`src/rtl/risc_pkg.sv`:
```
// Shared definitions for the accumulator CPU: opcodes, sequencer states and
// the opcode-class helper used by the control decode.
package risc_pkg;

   typedef enum logic [2:0] {
      OpHlt = 3'd0,
      OpSkz = 3'd1,
      OpAdd = 3'd2,
      OpAnd = 3'd3,
      OpXor = 3'd4,
      OpLda = 3'd5,
      OpSto = 3'd6,
      OpJmp = 3'd7
   } opcode_e;

   // Low three bits of the eight run states equal the phase index.
   typedef enum logic [3:0] {
      StInstAddr  = 4'd0,
      StInstFetch = 4'd1,
      StInstLoad  = 4'd2,
      StIdle      = 4'd3,
      StOpAddr    = 4'd4,
      StOpFetch   = 4'd5,
      StAluOp     = 4'd6,
      StStore     = 4'd7,
      StHalted    = 4'd8
   } state_e;

   // Opcodes that read a memory operand and write the accumulator.
   function automatic logic is_aluop(opcode_e op);
      return (op == OpAdd) || (op == OpAnd) || (op == OpXor) || (op == OpLda);
   endfunction

endpackage

```
`src/rtl/ctrl_seq.sv`:
```
// Eight-phase instruction sequencer: steers memory, PC, IR and accumulator
// strobes, supports sticky halt with resume, and counts retired instructions.
module ctrl_seq
   import risc_pkg::*;
#(
   parameter int unsigned CNT_WIDTH = 16
) (
   input  logic                 clk,
   input  logic                 rst_n,
   input  opcode_e              opcode,
   input  logic                 zero,
   input  logic                 resume,
   output logic                 sel,
   output logic                 rd,
   output logic                 ld_ir,
   output logic                 inc_pc,
   output logic                 ld_pc,
   output logic                 ld_ac,
   output logic                 wr,
   output logic                 data_e,
   output logic                 halt,
   output logic [2:0]           phase,
   output logic [CNT_WIDTH-1:0] retired
);

   state_e               state_q, state_d;
   logic [CNT_WIDTH-1:0] retired_q, retired_d;
   logic                 aluop;

   assign aluop   = is_aluop(opcode);
   assign retired = retired_q;

   // Next-state and retire-count logic.
   always_comb begin
      state_d   = StInstAddr;
      retired_d = retired_q;
      case (state_q)
         StInstAddr:  state_d = StInstFetch;
         StInstFetch: state_d = StInstLoad;
         StInstLoad:  state_d = StIdle;
         StIdle:      state_d = StOpAddr;
         StOpAddr: begin
            if (opcode == OpHlt) begin
               state_d   = StHalted;
               retired_d = retired_q + CNT_WIDTH'(1);
            end else begin
               state_d = StOpFetch;
            end
         end
         StOpFetch:   state_d = StAluOp;
         StAluOp:     state_d = StStore;
         StStore: begin
            state_d   = StInstAddr;
            retired_d = retired_q + CNT_WIDTH'(1);
         end
         StHalted:    state_d = resume ? StInstAddr : StHalted;
         // Illegal encodings fall back to the start of a fetch.
         default:     state_d = StInstAddr;
      endcase
   end

   // Control strobe decode from registered state and live opcode/zero.
   always_comb begin
      sel    = 1'b0;
      rd     = 1'b0;
      ld_ir  = 1'b0;
      inc_pc = 1'b0;
      ld_pc  = 1'b0;
      ld_ac  = 1'b0;
      wr     = 1'b0;
      data_e = 1'b0;
      halt   = 1'b0;
      phase  = state_q[2:0];
      case (state_q)
         StInstAddr: sel = 1'b1;
         StInstFetch: begin
            sel = 1'b1;
            rd  = 1'b1;
         end
         StInstLoad, StIdle: begin
            sel   = 1'b1;
            rd    = 1'b1;
            ld_ir = 1'b1;
         end
         StOpAddr: begin
            inc_pc = 1'b1;
            halt   = (opcode == OpHlt);
         end
         StOpFetch: rd = aluop;
         StAluOp: begin
            rd     = aluop;
            inc_pc = (opcode == OpSkz) && zero;
            ld_pc  = (opcode == OpJmp);
            data_e = (opcode == OpSto);
         end
         StStore: begin
            rd     = aluop;
            inc_pc = (opcode == OpJmp);
            ld_pc  = (opcode == OpJmp);
            ld_ac  = aluop;
            wr     = (opcode == OpSto);
            data_e = (opcode == OpSto);
         end
         StHalted: begin
            halt  = 1'b1;
            phase = 3'd4;
         end
         default: phase = 3'd0;
      endcase
   end

   // State and retired-instruction counter registers.
   always_ff @(posedge clk or negedge rst_n) begin
      if (!rst_n) begin
         state_q   <= StInstAddr;
         retired_q <= '0;
      end else begin
         state_q   <= state_d;
         retired_q <= retired_d;
      end
   end

endmodule

```
`config.mk`:
```
export PLATFORM = sky130hd
export DESIGN_NAME = ctrl_seq
export DESIGN_NICKNAME = d
export VERILOG_FILES = /design/src/rtl/risc_pkg.sv /design/src/rtl/ctrl_seq.sv
export SDC_FILE = /design/constraint.sdc
export NUM_CORES = 1
export LEC_CHECK = 0
export CAP_MARGIN = 10
export CELL_PAD_IN_SITES_DETAIL_PLACEMENT = 2
export CELL_PAD_IN_SITES_GLOBAL_PLACEMENT = 2
export CORE_MARGIN = 10
export CORE_UTILIZATION = 25
export CTS_CLUSTER_DIAMETER = 50
export DETAILED_ROUTE_END_ITERATION = 10
export PLACE_DENSITY_LB_ADDON = 0.1
export SLEW_MARGIN = 15
export SYNTH_ARGS = -nofsm -noshare
export SYNTH_HDL_FRONTEND = slang
export SYNTH_SLANG_ARGS = --single-unit
export TNS_END_PERCENT = 100
```
`constraint.sdc`:
```
create_clock -name clk -period 2.7 [get_ports clk]
set_input_delay 0.54 -clock clk [delete_from_list [all_inputs] [get_ports clk]]
set_output_delay 0.54 -clock clk [all_outputs]
set_load 0.02 [all_outputs]
```
==> impl_metrics.ini, run 1 <==
[status]
status = complete, no violations

[pwr]
switchingPower_uw = 569
p_per_area_nw_per_um2 = 893
total_power_uw = 1450
switching_share = 0.392
irDropWorstVdd_mv = 0.484
power.share.clock = 0.209
p_comb_frac = 0.464
p_int_uw = 882
leakage_uw = 0.000677
seqPwrFrac = 0.327

[hold_path]
min-delay-path-class = reg2reg
whs_path_depth = 1
hold_start = retired[15]$_DFFE_PN0P_
min_to = retired[15]$_DFFE_PN0P_

[routing]
drt_iter0_drc = 15
vias_per_cell = 4.78
wl_um = 3360
wl_per_cell_um = 16.8
firstDrtPassIters = 4
drc = 0
routed-via-count = 956
drtAntennaViolNets = 0

[layout]
finalNetCount = 159
instances_no_fill = 200
antenna_cells = 0
syn2layout_area_growth_pct = 49.0
n_fill_cell = 459
drive_gt1_frac = 0.140

[floorplan]
core_um2 = 4120
initial_core_util = 0.265
die_h_um = 86.0
die_x_um = 86.0
ios = 35
die_area_um2 = 7400
rows = 23

[sta]
finalHoldViolCount = 0
tightestPinTransition_ns = 0.294
maxSlewHeadroom = 0.803
finalCritPeriodShare = 0.989
min_period_ns = 2.67
finalSetupViolations = 0
achievable-frequency_mhz = 375
tns_ns = 0
skew_ns = 0.00380
drv_slew = 0
grt_setup_unrepaired = false

[synthesis]
synth_top_area_share = 0.459
yosysWarnings = 0
ys_async_sr_fraction = 1.00
synthTopCellsByCount = 20 x dfrtp_1, 12 x nand2_1, 12 x xnor2_1, 8 x nor2_1
synthFlopType = dfrtp_1
synth_fp_nets = 114
synth_edf_count = 0
syn_inst = 106
ys_ff_latch = 20
ys_seq_area_frac = 0.459
yosysTopAreaCell = dfrtp_1
syn_area_um2 = 1090
synth_area_leaders = dfrtp_1 46%, xnor2_1 9.6%, nand2_1 4.1%
synth_area_per_cell_um2 = 10.3
yosysMostFrequentCell = dfrtp_1
ys_types = 32

[worst_setup_path]
critPathMaxFanout = 2
reg2reg_to = retired[14]$_DFFE_PN0P_
cpPeakStageDelay_ns = 0.57
worstPathCellList = clkdlybuf4s50_1 -> or4_1 -> a211oi_1 -> clkdlybuf4s15_2
cp_num_buf_inv = 2
worst_setup_path_start_kind = primary input
reg2reg_from = state_q[1]$_DFF_PN0_
cp_slowest_cell = or4_1
r2r_cells = 4
worstPathRequired_ns = 2.16
r2r_slack_ns = 0.71
crit_type = in2out
crit_path_end_kind = output port
crit_arrival_ns = 2.13
critPathTopFamily = buffers and inverters

[clock_network]
cts_made_buffers = 3
cts_tree = done
ctsResizeCount = 5
root_buffer = clkbuf_8
clkSinkCount = 20
path_clk_slew_ns = 0.08
htree_levels = 1
postCtsHoldBufs = 0
clock_latency_ns = 0.26
cts_setup_buffers = 0
cts_buffer_depth = 2

[global_route]
gr-usage-all-layers = 0.0940
overflow = 0
grt_pass1_vias = 1093
antenna_found_initial = 0
grt_pass1_wl_um = 5750
grt_max_degree = 21

[place]
io_buffers = 34
hpwl_um = 2670
dp_cells = 196
finalWeightedCongestion = 0.713

[run]
drv_cap = 0
==> state kept, by name, summed over array words and instances, names as in the netlist <==
signal,flops
state_q,4
retired,16
==> worst register-to-register path: cells and delay by family (launching register included) <==
| family | cells | cell delay (ns) |
|---|---|---|
| XOR/XNOR | 1 | 0.16 |
| AO/OA/AOI/OAI | 1 | 0.36 |
| flip-flops | 1 | 0.49 |
| AND/OR/NAND/NOR | 2 | 0.90 |
==> cell usage in the layout, fill, tap and decap left out, types with 2 or more instances in the layout <==
master,n
xnor2_1,12
dfrtp_1,18
nand4_1,7
nor3_1,7
buf_4,10
clkdlybuf4s50_1,30
nor2b_1,2
nor2_1,8
and2_1,2
nand2_1,12
dlymetal6s2s_1,2
dfrtp_2,2
and4_1,3
nand3_1,4
clkbuf_8,3
xor2_1,5
and3_1,3
==> through the flow <==
stage | hold slack, ns | area, µm² | worst slack [ns] | utilization
after floorplan | 0.244 | 1090 | 0.372 | -
after global placement | 0.462 | 1550 | -0.232 | 0.375
after detailed placement | 0.467 | 1550 | -0.317 | 0.375
after CTS | 0.483 | 1620 | 0.0262 | 0.393
after global routing | 0.520 | 1620 | 0.00719 | 0.395
final | 0.474 | 1620 | 0.0302 | 0.395
==> power by group through the flow <==
stage                     Combinational [µW]  Sequential (µW)  Clock, µW
after detailed placement                 690              479          0
after global placement                   669              477          0
after global routing                     734              495        335
after floorplan                          380              454          0
after CTS                                688              477        321
final                                    672              475        303
==> kinds of logic after synthesis <==
logic type	after synthesis	share of synthesized area
xor+xnor	17	0.137
compound gates	9	0.0850
mux	1	0.00919
buf+inv	5	0.0241
fa+ha+maj	1	0.0115
simple gates	53	0.274
flops	20	0.459
==> worst max-delay path by stage <==
| stage | endpoint | slack, ns | from | depth (start not counted) |
|---|---|---|---|---|
| final | halt | 0.03 | opcode[0] | 4 |
| after floorplan | halt | 0.37 | state_q[3]$_DFF_PN0_ | 4 |
| after detailed placement | halt | -0.32 | opcode[0] | 4 |
| after global placement | halt | -0.23 | opcode[0] | 4 |
| after global routing | halt | 0.007 | opcode[0] | 4 |
| after CTS | halt | 0.03 | opcode[1] | 4 |
==> area by class of cell <==
class                   instances  area (µm²)  share of cell area
well taps                      50        62.6              0.0385
inverters                       1        3.75             0.00231
flip-flops and latches         20         503               0.310
repair buffers                 44         420               0.259
multi-input cells              81         563               0.347
clock buffers                   3        41.3              0.0254
clock inverters                 1        30.0              0.0185
==> routing by layer <==
layer	routed length, µm	track usage
met1	1450	0.110
met2	1650	0.155
met3	239	0.0397
met4	19	0.0225
met5	0	0
Power figures use the tool's default switching activity.
==> run 2, diff against run 1 <==
--- a/config.mk
+++ b/config.mk
@@ -12,7 +12,7 @@
 export CORE_UTILIZATION = 25
 export CTS_CLUSTER_DIAMETER = 50
 export DETAILED_ROUTE_END_ITERATION = 10
-export PLACE_DENSITY_LB_ADDON = 0.1
+export PLACE_DENSITY = 0.77
 export SLEW_MARGIN = 15
 export SYNTH_ARGS = -nofsm -noshare
 export SYNTH_HDL_FRONTEND = slang
==> impl_metrics.ini, run 2 (synthesized netlist as in run 1, its figures left out) <==
[place]
placed_cell_area_um2 = 1540
hpwl_um = 2760
dp_cells = 195
io_buffers = 34
finalWeightedCongestion = 0.798

[worst_setup_path]
worstPathCellList = clkdlybuf4s50_1 -> buf_4 -> nand2_1 -> nor3_1 -> clkdlybuf4s50_1
crit_type = in2out
crit_arrival_ns = 2.06
worstPathRequired_ns = 2.16
cpMostUsedCell = clkdlybuf4s50_1
r2r_cells = 4
cp_slowest_cell = clkdlybuf4s50_1
worst_setup_path_start_kind = primary input
reg2reg_to = retired[14]$_DFFE_PN0P_
r2r_slack_ns = 0.69
reg2reg_from = state_q[1]$_DFF_PN0_
critPathMaxFanout = 5
crit_end = wr
crit_path_start = opcode[2]
crit_path_end_kind = output port
cpPeakStageDelay_ns = 0.64

[global_route]
grt_pass1_vias = 1169
gr-usage-all-layers = 0.101
antenna_found_initial = 0
grt_pass1_wl_um = 6180
overflow = 0
grt_max_degree = 21

[routing]
vias_per_cell = 4.97
wl_um = 3620
routed-via-count = 990
drtAntennaViolNets = 0
drc = 0
wl_per_cell_um = 18.2
firstDrtPassIters = 4
drt_iter0_drc = 17

[sta]
grt_setup_unrepaired = false
maxSlewHeadroom = 0.763
finalSetupViolations = 0
tightestPinTransition_ns = 0.355
drv_slew = 0
finalHoldViolCount = 0
min_period_ns = 2.60
achievable-frequency_mhz = 385
skew_ns = 0.00894
finalCritPeriodShare = 0.961

[pwr]
irDropWorstVdd_mv = 0.337
leakage_uw = 0.000653
p_per_area_nw_per_um2 = 903

[floorplan]
rows = 23
core_um2 = 4120
ios = 35
initial_core_util = 0.265
die_area_um2 = 7400
die_h_um = 86.0
die_x_um = 86.0

[layout]
drive_gt1_frac = 0.134
final_common_cell = clkdlybuf4s50_1
antenna_cells = 0
final_cell_area_um2 = 1600
instances_no_fill = 199
syn2layout_area_growth_pct = 47.1
finalNetCount = 158
layout_common_cells = 31 x clkdlybuf4s50_1, 19 x dfrtp_1, 12 x xnor2_1, 12 x nand2_1, 9 x buf_4
largest_reg_flops = 16

[clock_network]
cts_buffer_depth = 2
postCtsHoldBufs = 0
cts_tree = done
clkSinkCount = 20
clock_latency_ns = 0.26
cts_setup_buffers = 0
path_clk_slew_ns = 0.08
cts_made_buffers = 3
htree_levels = 1
root_buffer = clkbuf_8

[hold_path]
min-delay-path-class = reg2reg

[status]
status = complete, no violations

[run]
drv_cap = 0
## run 2: changes by cell type in the layout (fill, tap and decap cells not counted), sizes merged
cell | before | now
dlygate4sd2 | 1 | 0
clkdlybuf4s50 | 30 | 31
clkdlybuf4s15 | 1 | 0
buf | 10 | 9
dlymetal6s2s | 2 | 1
clkbuf | 3 | 5
## run 2: cell type report
cell class,instances,area [µm²]
Fill cell,450,2510
Timing Repair Buffer,43,400
Inverter,1,3.75
Clock inverter,1,30.0
Sequential cell,20,502
Tap cell,50,62.6
Multi-Input combinational cell,81,563
Clock buffer,3,41.3
## run 2: worst min-delay path by stage
stage	from	endpoint	slack (ns)	cells past startpoint
floorplan	rst_n	retired[0]$_DFFE_PN0P_	0.24	0
global placement	retired[15]$_DFFE_PN0P_	retired[15]$_DFFE_PN0P_	0.46	1
detailed placement	retired[15]$_DFFE_PN0P_	retired[15]$_DFFE_PN0P_	0.47	1
CTS	retired[15]$_DFFE_PN0P_	retired[15]$_DFFE_PN0P_	0.48	1
global route	retired[15]$_DFFE_PN0P_	retired[15]$_DFFE_PN0P_	0.50	1
finish	retired[15]$_DFFE_PN0P_	retired[15]$_DFFE_PN0P_	0.48	1
## run 2: critical path, delay by kind of cell
family | cells | cell delay (ns)
buf+inv | 3 | 1.26
simple gates | 2 | 0.25
## run 2: through the flow
| step | setup TNS, ns | utilization | hold WS [ns] | power (µW) | setup WS, ns |
|---|---|---|---|---|---|
| CTS | 0 | 0.391 | 0.482 | 1470 | 0.00144 |
| global route | 0 | 0.389 | 0.500 | 1560 | 0.0311 |
| floorplan | 0 | - | 0.244 | 834 | 0.372 |
| detailed placement | -0.503 | 0.374 | 0.467 | 1160 | -0.295 |
| global placement | -0.358 | 0.374 | 0.463 | 1140 | -0.216 |
| finish | 0 | 0.389 | 0.479 | 1450 | 0.105 |
## run 2: timing repair
action | in CTS | in global routing
gates resized for setup | 3 | 6
endpoints found under the hold margin | 0 | 0
endpoints found under the setup margin | 2 | 4
## run 2: layer usage
layer | part of all wire | GRT usage | wire length [µm]
met3 | 0.072 | 0.0303 | 260
met4 | 0.012 | 0.0314 | 44
met2 | 0.50 | 0.185 | 1800
met5 | 0 | 0 | 0
met1 | 0.42 | 0.108 | 1520
## run 2: power breakdown
group / switching (µW) / total [µW] / internal (µW)
registers: 111 / 469 / 358
clock network: 99.2 / 297 / 198
logic: 361 / 681 / 319
total: 571 / 1450 / 876
==> run 3, diff against run 2 <==
--- a/config.mk
+++ b/config.mk
@@ -8,7 +8,6 @@
 export CAP_MARGIN = 10
 export CELL_PAD_IN_SITES_DETAIL_PLACEMENT = 2
 export CELL_PAD_IN_SITES_GLOBAL_PLACEMENT = 2
-export CORE_MARGIN = 10
 export CORE_UTILIZATION = 25
 export CTS_CLUSTER_DIAMETER = 50
 export DETAILED_ROUTE_END_ITERATION = 10
==> impl_metrics.ini, run 3 (synthesized netlist as in run 1, its figures left out) <==
[clock_network]
root_buffer = clkbuf_8
cts_tree = done
cts_buffer_depth = 2
postCtsHoldBufs = 0
cts_setup_buffers = 0
htree_levels = 1
cts_made_buffers = 3
clock_latency_ns = 0.25
path_clk_slew_ns = 0.07
clkSinkCount = 20

[global_route]
grt_max_degree = 21
grt_pass1_vias = 1073
antenna_found_initial = 0
grt_pass1_wl_um = 5250
gr-usage-all-layers = 0.151
overflow = 0

[floorplan]
core_um2 = 4090
rows = 23
ios = 35
die_area_um2 = 4630
die_h_um = 68.0
initial_core_util = 0.267
die_x_um = 68.0

[place]
hpwl_um = 2470
finalWeightedCongestion = 0.728
place_ws_ns = -0.258
placed_cell_area_um2 = 1550
io_buffers = 34
dp_cells = 195

[routing]
vias_per_cell = 4.84
wl_per_cell_um = 15.9
routed-via-count = 964
wl_um = 3170
firstDrtPassIters = 4
drt_iter0_drc = 19
drc = 0
drtAntennaViolNets = 0

[worst_setup_path]
reg2reg_to = retired[10]$_DFFE_PN0P_
cp_slowest_cell = or4_1
critPathMaxFanout = 2
crit_path_end_kind = output port
cp_num_buf_inv = 2
worst_setup_path_start_kind = primary input
critPathTopFamily = buffers and inverters
r2r_slack_ns = 0.72
reg2reg_from = state_q[1]$_DFF_PN0_
cpPeakStageDelay_ns = 0.56
worstPathCellList = clkdlybuf4s50_1 -> or4_1 -> a211oi_1 -> dlygate4sd1_1
path_depth = 4
r2r_cells = 4
worstPathRequired_ns = 2.16
crit_arrival_ns = 2.09
crit_type = in2out

[hold_path]
min-delay-path-class = reg2reg
hold_start = retired[15]$_DFFE_PN0P_
min_to = retired[15]$_DFFE_PN0P_
whs_path_depth = 1

[layout]
instances_no_fill = 199
seq_area_um2 = 503
multi_input_area_um2 = 563
largest_reg_flops = 16
antenna_cells = 0
drive_gt1_frac = 0.128
syn2layout_area_growth_pct = 47.5
final_common_cell = clkdlybuf4s50_1
final_cell_area_um2 = 1610
finalNetCount = 158
layout_common_cells = 31 x clkdlybuf4s50_1, 18 x dfrtp_1, 12 x xnor2_1, 12 x nand2_1
n_fill_cell = 444

[pwr]
irDropWorstVdd_mv = 0.364
leakage_uw = 0.000654
p_per_area_nw_per_um2 = 857

[sta]
drv_slew = 0
tightestPinTransition_ns = 0.346
finalSetupViolations = 0
tns_ns = 0
min_period_ns = 2.63
skew_ns = 0.00386
finalHoldViolCount = 0
worst_slack_ns = 0.0656
finalCritPeriodShare = 0.976
grt_setup_unrepaired = false
achievable-frequency_mhz = 380
maxSlewHeadroom = 0.768

[run]
drv_cap = 0

[status]
status = complete, no violations
-- run 3: cell count changes in the layout (fill, tap and decap cells not counted) --
cell	change
clkbuf_8	+1
buf_12	+1
dlygate4sd1_1	+1
dlygate4sd2_1	+1
buf_4	-1
bufinv_16	-1
dfrtp_1	-1
clkbuf_2	-2
dfrtp_2	+1
-- run 3: worst max-delay path by stage --
stage / from / endpoint / slack [ns]
after CTS: opcode[0] / halt / 0.03
final: opcode[0] / halt / 0.07
after global routing: opcode[0] / halt / 0.003
after global placement: opcode[0] / halt / -0.22
after detailed placement: opcode[0] / halt / -0.26
after floorplan: state_q[3]$_DFF_PN0_ / halt / 0.37
-- run 3: area by class of cell --
| class | instances | share of cell area |
|---|---|---|
| inverter | 1 | 0.00233 |
| timing repair buffer | 43 | 0.261 |
| tap | 50 | 0.0389 |
| clock buffer | 4 | 0.0342 |
| sequential | 20 | 0.313 |
| multi-input combinational | 81 | 0.350 |
-- run 3: per-layer routing --
| layer | up-vias | global-route usage | part of all wire | wire, µm |
|---|---|---|---|---|
| met5 | - | 0 | 0 | 0 |
| li1 | 460 | - | - | - |
| met3 | 2 | 0.0150 | 0.040 | 128 |
| met1 | 476 | 0.190 | 0.44 | 1410 |
| met2 | 26 | 0.270 | 0.51 | 1630 |
| met4 | 0 | 0.0469 | 0.0032 | 10 |
-- run 3: worst register-to-register path: stages, from the launching register on --
cell and delay (ns):
dfrtp_2 0.48, or4_4 0.61, o31a_4 0.35, nor3_1 0.29, xor2_1 0.17
-- run 3: through the flow --
stage	utilization	total power, µW	hold WS, ns
floorplan	-	834	0.244
global placement	0.379	1140	0.462
detailed placement	0.379	1170	0.473
CTS	0.392	1400	0.484
global route	0.393	1470	0.520
finish	0.393	1380	0.475
-- run 3: report_power, final --
group / switching [µW] / internal [µW]
clock: 95.2 / 130
sequential: 108 / 360
combinational: 353 / 332
total: 556 / 822
-- run 3: timing repair --
action                                  CTS  global route
resized for setup                         2             5
endpoints found under the setup margin    2             3
gates cloned                              0             0
==> RTL edit, RTL diff (settings of run 1) <==
Add an input register stage for `opcode`, `zero` and `resume`; this delays them by one clock. Comments in the files are not updated.
--- a/src/rtl/ctrl_seq.sv
+++ b/src/rtl/ctrl_seq.sv
@@ -23,11 +23,21 @@
    output logic [CNT_WIDTH-1:0] retired
 );
 
+   opcode_e opcode_q;
+   logic zero_q;
+   logic resume_q;
+
+   always_ff @(posedge clk) begin
+      opcode_q <= opcode;
+      zero_q   <= zero;
+      resume_q <= resume;
+   end
+
    state_e               state_q, state_d;
    logic [CNT_WIDTH-1:0] retired_q, retired_d;
    logic                 aluop;
 
-   assign aluop   = is_aluop(opcode);
+   assign aluop   = is_aluop(opcode_q);
    assign retired = retired_q;
 
    // Next-state and retire-count logic.
@@ -40,7 +50,7 @@
          StInstLoad:  state_d = StIdle;
          StIdle:      state_d = StOpAddr;
          StOpAddr: begin
-            if (opcode == OpHlt) begin
+            if (opcode_q == OpHlt) begin
                state_d   = StHalted;
                retired_d = retired_q + CNT_WIDTH'(1);
             end else begin
@@ -53,7 +63,7 @@
             state_d   = StInstAddr;
             retired_d = retired_q + CNT_WIDTH'(1);
          end
-         StHalted:    state_d = resume ? StInstAddr : StHalted;
+         StHalted:    state_d = resume_q ? StInstAddr : StHalted;
          // Illegal encodings fall back to the start of a fetch.
          default:     state_d = StInstAddr;
       endcase
@@ -84,22 +94,22 @@
          end
          StOpAddr: begin
             inc_pc = 1'b1;
-            halt   = (opcode == OpHlt);
+            halt   = (opcode_q == OpHlt);
          end
          StOpFetch: rd = aluop;
          StAluOp: begin
             rd     = aluop;
-            inc_pc = (opcode == OpSkz) && zero;
-            ld_pc  = (opcode == OpJmp);
-            data_e = (opcode == OpSto);
+            inc_pc = (opcode_q == OpSkz) && zero_q;
+            ld_pc  = (opcode_q == OpJmp);
+            data_e = (opcode_q == OpSto);
          end
          StStore: begin
             rd     = aluop;
-            inc_pc = (opcode == OpJmp);
-            ld_pc  = (opcode == OpJmp);
+            inc_pc = (opcode_q == OpJmp);
+            ld_pc  = (opcode_q == OpJmp);
             ld_ac  = aluop;
-            wr     = (opcode == OpSto);
-            data_e = (opcode == OpSto);
+            wr     = (opcode_q == OpSto);
+            data_e = (opcode_q == OpSto);
          end
          StHalted: begin
             halt  = 1'b1;
Function: changed (Yosys sat finds a counterexample within 10 cycles, from zero or initial values and one cycle with rst_n low).
==> RTL edit against run 1 <==
- power down 2.6%
- largest cell class is now registers
- area after synthesis grew 10%
- sequential cell count rose by 5
- worst setup slack improved by 0.14 ns
- register-to-register slack improved by 0.20 ns
- design area rose by 1.2%
- hold slack worse by 0.0055 ns
- sequential power up 17%
- maximum frequency up 5.7%
- routed wire length decreased by 0.89%
==> RTL edit: results <==
[yosys]
synth-compound-area-share = 0.0490
synth.net_count = 122
synth_top_area_cells = sky130_fd_sc_hd__dfrtp_1 42%, sky130_fd_sc_hd__xor2_1 8.8%, sky130_fd_sc_hd__dfxtp_1 8.3%
synth-xor-area-share = 0.131
most_used_standard_cells_in_the_synthesized_netlist = 20 x sky130_fd_sc_hd__dfrtp_1, 12 x sky130_fd_sc_hd__xor2_1, 11 x sky130_fd_sc_hd__nor2_1
synth_seq_area_share = 0.500
synth-warning-count = 0
muxShareOfSynthArea = 0.00938
synth_cell_types = 30
post_synth_adder_cell_area = 0.0104
asyncSetResetFlopFracSynth = 0.800

[placed_design]
place.detailed.hpwl_mm = 2.58
port_buffers = 34
dp_worst_setup_slack_ns = 0.358
dpl_cell_area_um2 = 1590
final_weighted_congestion_in_routability_driven_placement = 0.723

[sta]
clock-skew-final_ns = 0.0120
maxSlewHeadroom = 0.745

[clock_network]
cts_max_level = 1
worst_setup_hold_path_clk_slew_ns = 0.09
cts_buffer_depth = 2
cts-buffers-inserted = 3
cts.root.buffer_cell = sky130_fd_sc_hd__clkbuf_8

[pwr]
p_leak_nw = 0.702
peak_vdd_ir_uv = 349

[detailed_routing]
first_iter_violations = 4
detail_route.first_pass.iterations = 2
routed_wirelength_mm = 3.33
post_drt_via_cell_ratio = 4.74

[cells_and_area]
nNetsFinal = 159
antennaDiodeCount = 0
layout-drive-gt1-share = 0.0933
largest_reg_flops = 16

[critical_path]
crit_arrival_ns = 1.99
slowest_stage = sky130_fd_sc_hd__clkdlybuf4s50_1
critical-path-max-stage-delay_ns = 0.66
timing.critical_path.fanout_max = 8

[global_route]
grt_usage = 0.0880
grt_start_max_net_pins = 21
global_route_wire_length_before_repair_mm = 5.49
first_global_vias = 1036
grt_antenna_before_repair = 0

[outcome]
status = finished, final reports clean

[hold_path]
worstHoldPathType = register to register
[RTL edit: cell types whose count changed in the layout (fill, tap and decap cells not counted), moves of 3 or more]
cell	change
sky130_fd_sc_hd__nor2_1	+3
sky130_fd_sc_hd__xor2_1	+7
sky130_fd_sc_hd__nand4_1	-5
sky130_fd_sc_hd__and4_1	-3
sky130_fd_sc_hd__dfxtp_1	+5
sky130_fd_sc_hd__clkdlybuf4s50_1	+3
sky130_fd_sc_hd__nor4_1	+7
sky130_fd_sc_hd__nand2_1	-4
sky130_fd_sc_hd__buf_4	-8
sky130_fd_sc_hd__xnor2_1	-6
sky130_fd_sc_hd__inv_1	+3
[RTL edit: final cells by class]
| type | count | area (um^2) |
|---|---|---|
| fill | 520 | 3050 |
| clock buffer | 4 | 45.0 |
| inverter | 4 | 15.0 |
| tap | 54 | 67.6 |
| multi-input combinational | 81 | 554 |
| sequential | 25 | 603 |
| timing repair buffer | 36 | 358 |
[RTL edit: worst paths after layout]
path,start,end,slack (ns),cells after the start
min in group asynchronous,rst_n,retired[15],0.60,2
max,state_q[0],wr,0.17,3
max in group asynchronous,rst_n,retired[2],1.87,2
min reg2reg,retired[15],retired[15],0.47,1
max reg2reg,state_q[0],retired[15],0.91,5
min,retired[15],retired[15],0.47,1
[RTL edit: worst register-to-register path, stage by stage, from the launching register on]
cell and delay [ns]:
sky130_fd_sc_hd__dfrtp_1 0.52, sky130_fd_sc_hd__nand2_1 0.22, sky130_fd_sc_hd__a2bb2oi_2 0.21, sky130_fd_sc_hd__buf_4 0.20, sky130_fd_sc_hd__nor4_1 0.40, sky130_fd_sc_hd__xor2_1 0.17
[RTL edit: repair_timing]
| item | in CTS | in global routing |
|---|---|---|
| endpoints found under the setup margin | 0 | 4 |
| endpoints found under the hold margin | 0 | 0 |
| resized for setup | 0 | 4 |
| buffers inserted | 0 | 0 |
[RTL edit: stage by stage]
stage | std cells | total power [mW]
floorplan | 114 | 0.944
global placement | 200 | 1.19
detailed placement | 200 | 1.21
CTS | 204 | 1.44
global route | 204 | 1.52
finish | 204 | 1.41
[RTL edit: layer usage]
metal / global-route usage / wire (um) / up-vias
li1: - / - / 465
met5: 0 / 0 / -
met3: 0.0255 / 183 / 2
met2: 0.156 / 1780 / 17
met1: 0.0994 / 1360 / 482
met4: 0.0260 / 14 / 0
[RTL edit: power by group]
| part | total (mW) | switching (mW) | internal, mW |
|---|---|---|---|
| Sequential | 0.556 | 0.117 | 0.439 |
| Clock | 0.225 | 0.119 | 0.106 |
| Combinational | 0.633 | 0.326 | 0.307 |
